[config.mk]
export PLATFORM = sky130hd
export DESIGN_NAME = t_bird_panel_conditioner
export DESIGN_NICKNAME = d
export VERILOG_FILES = /design/src/rtl/t_bird_panel_conditioner.sv
export SDC_FILE = /design/constraint.sdc
export NUM_CORES = 1
export LEC_CHECK = 0
export CORE_ASPECT_RATIO = 1.5
export CORE_MARGIN = 2
export CORE_UTILIZATION = 30
export CTS_CLUSTER_DIAMETER = 100
export DETAILED_ROUTE_END_ITERATION = 6
export MAX_ROUTING_LAYER = met4
export PLACE_DENSITY = 0.52
export SLEW_MARGIN = 25
export SYNTH_ARGS = -nofsm -noshare
export SYNTH_HDL_FRONTEND = slang
export SYNTH_SLANG_ARGS = --single-unit
[constraint.sdc]
create_clock -name clk -period 2.3 [get_ports clk]
set_input_delay 0.23 -clock clk [delete_from_list [all_inputs] [get_ports clk]]
set_output_delay 0.23 -clock clk [all_outputs]
set_load 0.005 [all_outputs]
[src/rtl/t_bird_panel_conditioner.sv]
// Thunderbird dash input conditioner: synchronises and debounces the left
// lever, right lever and hazard button, and turns the hazard button into a
// push-on/push-off request level for the tail-light FSM.
module t_bird_panel_conditioner #(
    parameter int unsigned DEBOUNCE_CYCLES = 10000,
    parameter bit          HAZ_TOGGLE      = 1'b1
) (
    input  logic clk,
    input  logic rst,
    input  logic left_sw,
    input  logic right_sw,
    input  logic haz_sw,
    output logic LEFT,
    output logic RIGHT,
    output logic HAZ,
    output logic haz_press,
    output logic lever_fault
);

    localparam int unsigned CNT_W = ($clog2(DEBOUNCE_CYCLES) < 1) ? 1 : $clog2(DEBOUNCE_CYCLES);
    localparam logic [CNT_W-1:0] CNT_MAX = CNT_W'(DEBOUNCE_CYCLES - 1);

    localparam int unsigned NCH  = 3;
    localparam int unsigned CH_L = 0;
    localparam int unsigned CH_R = 1;
    localparam int unsigned CH_H = 2;

    logic [NCH-1:0] raw;
    logic [NCH-1:0] db;
    logic [NCH-1:0] db_nxt;
    logic           haz_tog;

    assign raw = {haz_sw, right_sw, left_sw};

    for (genvar i = 0; i < NCH; i++) begin : g_ch
        logic             s1;
        logic             s2;
        logic             db_q;
        logic             db_d;
        logic [CNT_W-1:0] cnt;
        logic [CNT_W-1:0] cnt_d;

        // Debounce decision: restart on agreement, commit after a full stable run
        always_comb begin
            db_d  = db_q;
            cnt_d = '0;
            if (s2 == db_q) begin
                cnt_d = '0;
            end else if (cnt == CNT_MAX) begin
                db_d  = s2;
                cnt_d = '0;
            end else begin
                cnt_d = cnt + CNT_W'(1);
            end
        end

        // Synchroniser, debounced level and stability counter
        always_ff @(posedge clk) begin
            if (rst) begin
                s1   <= 1'b0;
                s2   <= 1'b0;
                db_q <= 1'b0;
                cnt  <= '0;
            end else begin
                s1   <= raw[i];
                s2   <= s1;
                db_q <= db_d;
                cnt  <= cnt_d;
            end
        end

        assign db[i]     = db_q;
        assign db_nxt[i] = db_d;
    end

    // Press pulse, lever fault and hazard latch, all aligned to the debounced levels
    always_ff @(posedge clk) begin
        if (rst) begin
            haz_press   <= 1'b0;
            lever_fault <= 1'b0;
            haz_tog     <= 1'b0;
        end else begin
            haz_press   <= db_nxt[CH_H] & ~db[CH_H];
            lever_fault <= db_nxt[CH_L] & db_nxt[CH_R];
            haz_tog     <= haz_tog ^ haz_press;
        end
    end

    assign LEFT  = db[CH_L];
    assign RIGHT = db[CH_R];
    assign HAZ   = HAZ_TOGGLE ? haz_tog : db[CH_H];

endmodule

Word-level counts from Yosys, hierarchy flattened
Cells that the tools add are included.
Widths: inputs -> output; s select.

cells by class
  add/sub/neg operators = 3
  equality and inequality tests = 6
  multiplexer cells = 6
  bitwise gates (word level) = 4
  reduce and logical (&&, ||, !) cells = 3

operators by type and width
  kind                   number
  $add 14x1->14 const B  3
  $eq 14x14->1 const B   3
  $reduce_or 3->1        3
  $mux 1                 6
  $eq 1x1->1             3
  $and 1x1->1            2
  $not 1->1              1
  $xor 1x1->1            1

storage, ports and cells
  register bits = 54
  bits of input ports = 5
  output and inout port bits = 5
  logic and storage cells = 37

Longest topological paths before layout
  depth after elaboration = 4
  depth in mapped cells = 7
  depth with buffers taken out = 5

Least setup slack after synthesis
OpenSTA, ideal clock, no wires.

  kind = register to register
  start = register g_ch[2].cnt[4]
  end = register g_ch[2].cnt[13]
  library setup time = 115 ps
  arrival = 1,607 ps
  required time = 2,185 ps
  setup slack = 579 ps
  stages on the path, launching flop included = 7
  path buffers = 2
  period minus slack after synthesis = 1,721 ps
  cells stage by stage = dfxtp_1 > or4b_2 > nor4_2 > or3_1 > buf_6 > buf_12 > nor2_1

between the ends
  cells in the longest elaborated chain, start to end = 2
  elaborated cells on any way between the ends = 3
  those cells by class = add/sub: 1; eq/ne: 1; reduce/logical: 1

RTL lines
  what                                                                   RTL line  text
  start, declared                                                        40        logic [CNT_W-1:0] cnt;
  start signal, assigned                                                 68        cnt <= cnt_d;
  parallel branches: the longest is 2 deep, another holds $add 14x1->14  --

Parallel ways; which one is timed is not known.
A chain may end at the register's enable or synchronous reset.

Worst setup path in the final report
  start = register g_ch[1].cnt[6]
  end = register g_ch[1].cnt[9]

between the ends
  cells in the longest elaborated chain, start to end = 2
  elaborated cells on any way between the ends = 3
  those cells by class = add/sub: 1; eq/ne: 1; reduce/logical: 1

RTL lines
  what                                                                   RTL line
  start, declared                                                        40
  start signal, assigned                                                 68
  parallel branches: the longest is 2 deep, another holds $add 14x1->14  --

Parallel ways; which one is timed is not known.

==> metrics.cfg <==
[status]
status=finished, final reports clean

[grt]
first_pass_grt_wire_length_mm=6.58
grt.total_usage_pct=10.7
grt_max_degree=17
antenna_violations_before_repair=0
first_global_vias=1490
global_route.overflow_total=0

[cts]
insertion_delay_ns=0.30
post_cts.repair.setup_buffers=0
root_buffer=sky130_fd_sc_hd__clkbuf_8
post_cts.resized_instances=0
ctsHtreeMaxLevel=2
cts_hold_buf=0
tritoncts_num_sinks=54
cts_tree=yes
tritoncts.num_buffers=5
cts-root-to-sink-buffers=2
cts.reportedPaths.clkPinSlew_ns=0.10

[placement]
portBuffers=9
routabilityCongestion=0.790
place.detailed.hpwl_mm=2.71

[critical_path]
reg2reg_depth=4
worstPathRequired_ns=2.48
critPathMaxStageDelay_ns=0.55
timing.critical_path.fanout_max=14
slowest_stage=sky130_fd_sc_hd__or4b_1
crit_family=simple AND/OR/NAND/NOR gates
crit_path_start=g_ch[1].cnt[6]
crit_chain=or4b_1 -> nor4_2 -> or3_1 -> nor2_1
endpoint_kind=flop
timing.critical_path.from_type=flop
critical_path.reg2reg.endpoint=g_ch[1].cnt[9]
critPathBufInv=0
r2r-start=g_ch[1].cnt[6]
regToRegSetupSlack_ns=0.37
arrival_ns=2.11
timing.setup.critical_path_class=reg2reg

[floorplanning]
core_mm2=0.00723
initial_utilization_pct=30.9
floorplan.die.width_um=74.5
design.portCount=10
floorplan.rows=38
fp.dieH_um=110
fp.dieArea_mm2=0.00817

[timing]
final.period_utilization_pct=83.9
fmax_mhz=518
tns_ns=0
skew_ns=0.00698
hold_viol=0
worst_slew_margin_rel_pct=68.6
report.final.setup_viol=0
maxSlewViolCount=0
transition_time_at_the_pin_with_the_least_slew_margin_ns=0.471
finalCriticalPeriod_ns=1.93
grt_setup_unrepaired=no

[finish]
area_growth_syn_to_layout_pct=13.4
nNetsFinal=263
drive_above_1_share_pct=7.81
n_antenna_cell=0

[drt]
route.detailed.drc=0
drt_pre_antenna_iters=4
per_cell_routed_wire_length_um=10.6
vias=1547
first_iter_violations=71
routed_wirelength_mm=3.78
routed_via_density=4.35
ant_nets=0

[hold_path]
hold_path_end=g_ch[2].s2
worstHoldPathType=reg2reg
min-delay-start=g_ch[2].s1
min_path_cells=1

[synth]
synth_top_area_cell=sky130_fd_sc_hd__dfxtp_1
synthTopCellsByArea=sky130_fd_sc_hd__dfxtp_1 (48%), sky130_fd_sc_hd__xnor2_1 (14%), sky130_fd_sc_hd__nor2_1 (8.6%)
sequential_cell_area_fraction_in_the_yosys_report_pct=48.4
ys_ff_latch=54
syn_nets=248
synthesis.instances=240
number_of_warnings_printed_during_yosys_synthesis=0
synth_top_area_share_pct=48.4
post_synth.cell_area_avg_um2=9.31
post_synth_num_cell_types=24
synth_area_mm2=0.00223

[pwr]
leakagePower_nw=0.701
design_power_total_mw=1.60
p_per_area_mw_per_mm2=630
ir_worst_vdd_mv=0.280

[job]
cap_violations=0

## registers in the layout, summed over array words and instances, names as in the netlist
register / flops
g_ch.cnt: 42
g_ch.s1: 3
g_ch.s2: 3
HAZ: 1
LEFT: 1
RIGHT: 1
g_ch.db_q: 1
haz_press: 1
lever_fault: 1
## stage by stage
step | hold WS, ns | area (µm²) | cells | util (%) | worst slack, ns
after floorplan | 0.302 | 2230 | 240 | - | 0.579
after global placement | 0.418 | 2420 | 348 | 33.6 | 0.405
after detailed placement | 0.429 | 2420 | 348 | 33.6 | 0.361
after CTS | 0.453 | 2530 | 356 | 35.1 | 0.347
after global routing | 0.462 | 2530 | 356 | 35.1 | 0.201
final | 0.449 | 2530 | 356 | 35.1 | 0.369
## kinds of logic after synthesis
| kind of cell | count (synthesis) | synth area share (%) |
|---|---|---|
| XOR/XNOR | 40 | 15.7 |
| adder cells (fa/ha/maj) | 3 | 1.68 |
| buffers and inverters | 18 | 4.98 |
| flip-flops | 54 | 48.4 |
| multiplexers | 3 | 1.34 |
| AND/OR/NAND/NOR | 122 | 27.9 |
## how the worst max path moves through the flow
| stage | slack (ns) | endpoint | depth (start not counted) |
|---|---|---|---|
| finish | 0.37 | g_ch[1].cnt[9] | 4 |
| global route | 0.20 | g_ch[1].cnt[2] | 4 |
| CTS | 0.35 | g_ch[1].cnt[10] | 4 |
| detailed placement | 0.36 | g_ch[1].cnt[2] | 4 |
| global placement | 0.41 | g_ch[1].cnt[8] | 4 |
| floorplan | 0.58 | g_ch[2].cnt[13] | 6 |
## cell usage after synthesis (all sizes together)
library cell,count
nand2,10
and3,1
nand3,13
nor2,53
nand4,5
or3,3
nor3,10
dfxtp,54
ha,3
xor2,4
nor2b,6
mux2i,3
buf,6
inv,11
or4b,6
clkbuf,1
nor4,15
xnor2,36
## worst register-to-register path, delay by kind of cell (launching register included)
| kind | cells | cell delay [ns] |
|---|---|---|
| and+or+nand+nor | 4 | 1.44 |
| DFF | 1 | 0.36 |
## cells in the final DEF, fill, tap and decap left out
| master | Yosys | final |
|---|---|---|
| sky130_fd_sc_hd__clkbuf_8 | 0 | 5 |
| sky130_fd_sc_hd__mux2i_1 | 3 | 3 |
| sky130_fd_sc_hd__or4b_1 | 5 | 5 |
| sky130_fd_sc_hd__nor3_1 | 10 | 10 |
| sky130_fd_sc_hd__buf_4 | 1 | 6 |
| sky130_fd_sc_hd__xnor2_1 | 36 | 36 |
| sky130_fd_sc_hd__nor4_2 | 3 | 3 |
| sky130_fd_sc_hd__dfxtp_1 | 54 | 54 |
| sky130_fd_sc_hd__xor2_1 | 4 | 4 |
| sky130_fd_sc_hd__clkinvlp_4 | 0 | 1 |
| sky130_fd_sc_hd__bufinv_16 | 0 | 1 |
| sky130_fd_sc_hd__nor2b_1 | 6 | 6 |
| sky130_fd_sc_hd__ha_1 | 3 | 3 |
| sky130_fd_sc_hd__nor2_2 | 2 | 2 |
| sky130_fd_sc_hd__clkdlybuf4s50_1 | 0 | 9 |
| sky130_fd_sc_hd__nor4_1 | 12 | 12 |
| sky130_fd_sc_hd__nand4_1 | 5 | 5 |
| sky130_fd_sc_hd__clkbuf_1 | 1 | 1 |
| sky130_fd_sc_hd__nor2_1 | 51 | 51 |
| sky130_fd_sc_hd__and3_2 | 1 | 1 |
| sky130_fd_sc_hd__or3_1 | 3 | 3 |
| sky130_fd_sc_hd__nand3_1 | 13 | 13 |
| sky130_fd_sc_hd__or4b_2 | 1 | 1 |
| sky130_fd_sc_hd__inv_1 | 11 | 11 |
| sky130_fd_sc_hd__nand2_1 | 10 | 10 |
## routing by layer
| metal | GRT usage [%] | wire length (µm) | part of all wire [%] |
|---|---|---|---|
| met5 | - | 0 | 0 |
| met2 | 18.0 | 1890 | 50 |
| met3 | 2.47 | 113 | 3.0 |
| met4 | 4.59 | 80 | 2.1 |
| met1 | 12.0 | 1700 | 45 |
## layout make-up
cell class | count | area (µm²)
Clock inverter | 2 | 37.5
Clock buffer | 6 | 72.6
Sequential cell | 54 | 1080
Multi-Input combinational cell | 168 | 1040
Timing Repair Buffer | 15 | 135
Tap cell | 100 | 125
Inverter | 11 | 41.3
Fill cell | 771 | 4690
## where the power goes
| group | internal (mW) | total, mW | leakage, nW | switching, mW |
|---|---|---|---|---|
| sequential | 0.941 | 0.944 | 0.436 | 0.00355 |
| clock | 0.325 | 0.625 | 0.0514 | 0.300 |
| combinational | 0.0137 | 0.0271 | 0.213 | 0.0133 |
| total | 1.28 | 1.60 | 0.701 | 0.316 |
Note: power is estimated with default switching activity, not from simulation.
